**src/rtl/regfile_x31z.sv**
```systemverilog
// 32 x DATA_W LEGv8 integer register file: two combinational read ports, one synchronous write port, X31 hard-wired to zero.
// Optional build macro REGFILE_BYPASS_EN adds same-cycle write-through forwarding to both read ports.
module regfile_x31z #(
    parameter int DATA_W   = 64,
    parameter int ADDR_W   = 5,
    parameter int ZERO_REG = 31
) (
    input  logic              clk,
    input  logic              rst_n,
    input  logic              we3,
    input  logic [ADDR_W-1:0] ra1,
    input  logic [ADDR_W-1:0] ra2,
    input  logic [ADDR_W-1:0] wa3,
    input  logic [DATA_W-1:0] wd3,
    output logic [DATA_W-1:0] rd1,
    output logic [DATA_W-1:0] rd2
);

    localparam int NREG = 2 ** ADDR_W;
    localparam logic [ADDR_W-1:0] ZERO_ADDR = ADDR_W'(ZERO_REG);

    logic [DATA_W-1:0] regs [NREG];

    // The zero register gets no flop; every other entry resets to its own index.
    for (genvar i = 0; i < NREG; i++) begin : g_reg
        if (i == ZERO_REG) begin : g_zero
            assign regs[i] = '0;
        end else begin : g_store
            logic [DATA_W-1:0] q;

            always_ff @(posedge clk or negedge rst_n) begin
                if (!rst_n) begin
                    q <= DATA_W'(i);
                end else if (we3 && (wa3 == ADDR_W'(i))) begin
                    q <= wd3;
                end
            end

            assign regs[i] = q;
        end
    end

    logic fwd1;
    logic fwd2;

`ifdef REGFILE_BYPASS_EN
    // Forwarding is suppressed during reset so reads show the reset image.
    always_comb begin
        fwd1 = rst_n && we3 && (wa3 != ZERO_ADDR) && (ra1 == wa3);
        fwd2 = rst_n && we3 && (wa3 != ZERO_ADDR) && (ra2 == wa3);
    end
`else
    always_comb begin
        fwd1 = 1'b0;
        fwd2 = 1'b0;
    end
`endif

    always_comb begin
        rd1 = regs[ra1];
        rd2 = regs[ra2];
        if (fwd1) rd1 = wd3;
        if (fwd2) rd2 = wd3;
        if (ra1 == ZERO_ADDR) rd1 = '0;
        if (ra2 == ZERO_ADDR) rd2 = '0;
    end

endmodule

```
**config.mk**
```make
export PLATFORM = sky130hd
export DESIGN_NAME = regfile_x31z
export DESIGN_NICKNAME = d
export VERILOG_FILES = /design/src/rtl/regfile_x31z.sv
export SDC_FILE = /design/constraint.sdc
export NUM_CORES = 2
export LEC_CHECK = 0
export CAP_MARGIN = 30
export CORE_MARGIN = 2
export CORE_UTILIZATION = 50
export CTS_BUF_LIST = sky130_fd_sc_hd__clkbuf_4
export DETAILED_ROUTE_END_ITERATION = 8
export PLACE_DENSITY = 0.69
export SYNTH_ARGS = -nofsm -noshare
export SYNTH_HDL_FRONTEND = slang
export SYNTH_SLANG_ARGS = --single-unit
```
**constraint.sdc**
```tcl
create_clock -name clk -period 2.75 [get_ports clk]
set_clock_uncertainty 0.15 [all_clocks]
set_input_delay 0.55 -clock clk [delete_from_list [all_inputs] [get_ports clk]]
set_output_delay 0.55 -clock clk [all_outputs]
set_load 0.01 [all_outputs]
```
Word level (Yosys, flattened, before mapping)
Cells that the tools add are included.

Magnitude comparators: 2. Equality and inequality tests: 32. Muxes and demuxes: 8. Bitwise logic cells: 2. Reductions and logical operators: 32.

Operators by type and width (count): $bmux W64 S5 (2); $mux W64 (6); $eq A5 B5 Y1 const B (17); $eq A5 B4 Y1 const B (8); $logic_and A1 B1 Y1 (31); $eq A5 B3 Y1 const B (4); $ge A6 B6 Y1 const B (2); $not A5 Y6 (2); $eq A5 B2 Y1 const B (2); $eq A5 B1 Y1 const B (1); $logic_not A5 Y1 (1).

Register bits: 1984. Input port bits: 82. Output and inout port bits: 128.

Logic depth before layout (Yosys ltp)
Depth after elaboration: 5. Mapped depth: 9. Gate-level depth less buffers: 5.

Least setup slack after synthesis
OpenSTA, ideal clock, no wires.

Path kind: input port to output port. Start point: input ra2[0]. End point: output rd2[10]. Data arrival time: 2.123 ns. Data required time: 2.050 ns. Slack: -0.073 ns. Cell stages on the path: 6. Path through: buf_2 > buf_2 > buf_2 > mux4_2 > or2_2 > o2111a_1.

Longest elaborated chain between the ends: 5. Elaborated cells between the ends (all ways): 6. Classes of those cells: eq/ne: 1; mux: 4; bitwise: 1.

Ends and longest elaborated chain: start, declared (line 12) `input logic [ADDR_W-1:0] ra2,`; $not A5 Y6 (not written as such) (line 61) `rd2 = regs[ra2];`; $bmux W64 S5 (line 61); $mux W64 (not written as such) (2 in series) (line 61); $mux W64 (*) (line 65) `if (ra2 == ZERO_ADDR) rd2 = '0;`; end, declared (line 16) `output logic [DATA_W-1:0] rd2`.

Every way passes the cells marked *; elsewhere a longest branch is shown, timed or not. The select of a mux whose other input is x is not followed.

Worst setup path in the final report
Start point: register g_reg[19].g_store.q[63]. End point: output rd1[63].

Longest elaborated chain between the ends: 4.

Ends and longest elaborated chain: start, declared (line 29) `logic [DATA_W-1:0] q;`; start signal, assigned (line 33) `q <= DATA_W'(i);`; start signal, assigned (line 35) `q <= wd3;`; $bmux W64 S5 (line 60) `rd1 = regs[ra1];`; $mux W64 (not written as such) (2 in series) (line 60); $mux W64 (line 64) `if (ra1 == ZERO_ADDR) rd1 = '0;`; end, declared (line 15) `output logic [DATA_W-1:0] rd1,`.

No other way between the ends. The select of a mux whose other input is x is not followed.

==> flow_summary_export.csv <==
group,metric,value,unit
cells_and_area,largest_register_ff_count,1984,
synth,synth_warnings,0,
floorplan,ios,210,
synth,top_cells_by_area_synth,"dfrtp_1, mux2_2, mux4_2",
sta,timing.final.crit_share,1.44,
synth,synth-async-reset-ratio,1.00,
synth,count_of_flip_flops_with_a_built_in_enable_after_synthesis,0,
power,internal-power,62500,µW
clock_tree,clock_sinks,1984,
synth,synth.cell_area,108000,µm²
clock_tree,clk-insertion-delay-late,1420,ps
cells_and_area,final_core_utilization,0.634,
sta,worst_pin_slew,1020,ps
drt,dr.pass1.iters,6,
place,placement.setup.worst_slack,-1060,ps
hold_path,kind_of_path_behind_the_tightest_hold_check,"input port to async pin",
power,peakVddDrop,0.554,mV
drt,drt-total-wl,376000,µm
place,port_buffers,209,
cells_and_area,mostFrequentLayoutCell,"mux2_2",
power,pwr-share-seq,0.442,
power,power-per-cell-area,655,nW/µm²
sta,report.final.slew_viol_count,0,
cells_and_area,layout_common_cells,"mux2_2, dfrtp_1, buf_4",
floorplan,fp.dieH,468,µm
global_route,grt_usage,0.342,
place,place.detailed.hpwl,245000,µm
drt,detailed_route_wire_length_per_cell,30.3,µm
drt,ant_nets,0,
synth,synth.avg_cell_area,13.8,µm²
sta,setup_repair_after_global_routing_missed_its_margin,"yes",
sta,fin_crit,3950,ps
power,leakage,0.0608,µW
floorplan,placementRows,170,
synth,synth_nets,7884,
synth,dominantRegCellSynth,"dfrtp_1",
clock_tree,clock_transition_at_the_registers_of_the_reported_paths,70,ps
sta,timing.fmax,0.253,GHz
cells_and_area,largest-register,"g.g_store.q",
cells_and_area,layout_top_registers,"g.g_store.q: 1984 flops",
cells_and_area,area_delta_synth_final,26.3,%
floorplan,initial_utilization,0.502,
cells_and_area,final_net_count,9263,
run,max-cap-violations,0,
worst_setup_path,critPathMaxFanout,3,
clock_tree,cts_inserted_buffers,560,
clock_tree,ctsRootBufferMaster,"clkbuf_4",
synth,yosysTopAreaCellShare,0.444,
clock_tree,cts_tree,"done",
power,switching_share,0.298,
synth,synth.lib_cells_used.distinct,47,
run_status,outcome,"finished, violations left",
synth,synth_instances,7802,
sta,fin_ws,-1200,ps
global_route,first_global_vias,84216,
worst_setup_path,timing.setup.critical_path_class,"flop to output pin",
worst_setup_path,crit_path_end_kind,"output pin",
power,combinationalPowerShare,0.254,
synth,synth_largest_area_cell,"dfrtp_1",
global_route,grt_max_degree,111,
sta,setup_viol,128,
worst_setup_path,cp_data_required_time,2050,ps
clock_tree,cts_max_level,6,
run_status,failed_checks,"negative setup slack",
cells_and_area,layout-drive-gt1-share,0.605,
floorplan,placeableCoreArea,214000,µm²
drt,post-route-drc-count,0,
clock_tree,cts_max_path_buffers,4,
global_route,globalRoute.totalOverflow,0,
drt,via_total_after_detailed_routing,80382,
global_route,grt_first_pass_wirelength,556000,µm
worst_setup_path,critical_path_arrival,3250,ps
synth,synth_sequential_area_ratio,0.463,
power,p_sw,26600,µW
power,clock_power_share,0.304,
worst_setup_path,worstSetupStartpointType,"flop",
cells_and_area,nFillCells,15762,
place,gpl.final_weighted_congestion,0.910,
drt,via_per_inst,6.47,
synth,synth-seq-cells,1984,
global_route,grt_antenna_before_repair,6,
sta,timing_hold_violations_final,0,
floorplan,fp.dieArea,219000,µm²
floorplan,die_width,468,µm
drt,drt_first_iter_violations,7776,
sta,worst_slew_margin_rel,0.320,
[stage by stage]
stage / hold slack (ps) / TNS [ps] / area (µm²) / power, µW / cells
after global placement: 338 / -329330 / 124000 / 58900 / 11284
after CTS: 162 / -133050 / 134000 / 88400 / 12382
after detailed placement: 350 / -352370 / 124000 / 59900 / 11284
after floorplan: 104 / -2230 / 108000 / 51700 / 7802
after global routing: 225 / -132850 / 136000 / 93100 / 12414
final: 275 / -118380 / 136000 / 89000 / 12416
[final timing paths]
kind / depth (start not counted) / slack [ps] / start / to
worst max-delay path: 6 / -1200 / g_reg[19].g_store.q[63]$_DFFE_PN0P_ / rd1[63]
worst min-delay path: 4 / 280 / rst_n / g_reg[24].g_store.q[31]$_DFFE_PN0P_
worst max register to register: 4 / 1470 / g_reg[26].g_store.q[59]$_DFFE_PN0P_ / g_reg[26].g_store.q[59]$_DFFE_PN0P_
worst min register to register: 1 / 360 / g_reg[13].g_store.q[10]$_DFFE_PN0P_ / g_reg[13].g_store.q[10]$_DFFE_PN0P_
max in group asynchronous: 6 / 990 / rst_n / g_reg[3].g_store.q[34]$_DFFE_PN0P_
min in group clk: 6 / 280 / wa3[2] / g_reg[19].g_store.q[61]$_DFFE_PN0P_
[final cells by class]
type,instances,area [µm²],share of cell area
multi-input combinational,4991,57700,0.425
clock inverter,143,738,0.00544
clock buffer,806,6050,0.0445
timing repair buffer,1642,18000,0.133
inverter,2,15.0,0.000111
antenna,10,25.0,0.000184
sequential,1984,49700,0.366
tap,2838,3550,0.0261
[worst max-delay path, cell delays in order, from the launching register on]
cell      delay (ps)
dfrtp_1          400
mux4_2           460
mux4_2           470
nand2_1           80
o311ai_1          90
buf_4            180
buf_6            120
[synth_stat cells, drive strengths merged, types with 3 or more instances]
library cell  count
a211oi          129
a21o            128
a21oi           191
a221oi           64
a22oi            78
a31oi            25
a32o             24
a32oi            39
buf             431
clkbuf          394
dfrtp          1909
dfstp            75
mux2           2254
mux2i           425
mux4            601
nand2           316
nand2b            6
nand4b            3
nor2             81
nor2b           136
nor3              7
o2111a           64
o211ai           25
o21ai           128
o22a             64
o22ai            64
o31ai            64
or2              65
[per-layer routing]
metal  routed length (µm)  share of wire  GRT usage
met3                33100          0.088     0.0777
met5                    9       0.000024          0
met1               143000           0.38      0.437
met4                23600          0.063      0.193
met2               177000           0.47      0.538
[kinds of logic after synthesis]
group	Yosys count	share of synthesized area
DFF	1984	0.463
and+or+nand+nor	621	0.0279
AOI/OAI and AO/OA	1090	0.0724
buffers and inverters	827	0.0356
muxes	3280	0.401
[timing repair]
action,CTS,global route
endpoints found under the hold margin,3948,0
setup endpoints to repair,128,128
hold buffers,67,0
pin swaps,292,185
gates resized for setup,1084,262
buffers inserted,130,30
[power by group through the flow]
stage                     sequential, µW  clock, µW  combinational, µW
after global placement             39200          0              19700
final                              39300      27100              22600
after floorplan                    38200          0              13500
after CTS                          39100      27500              21800
after detailed placement           39700          0              20300
after global routing               40000      29200              23900
No activity file was read; power rests on OpenSTA's default activity.
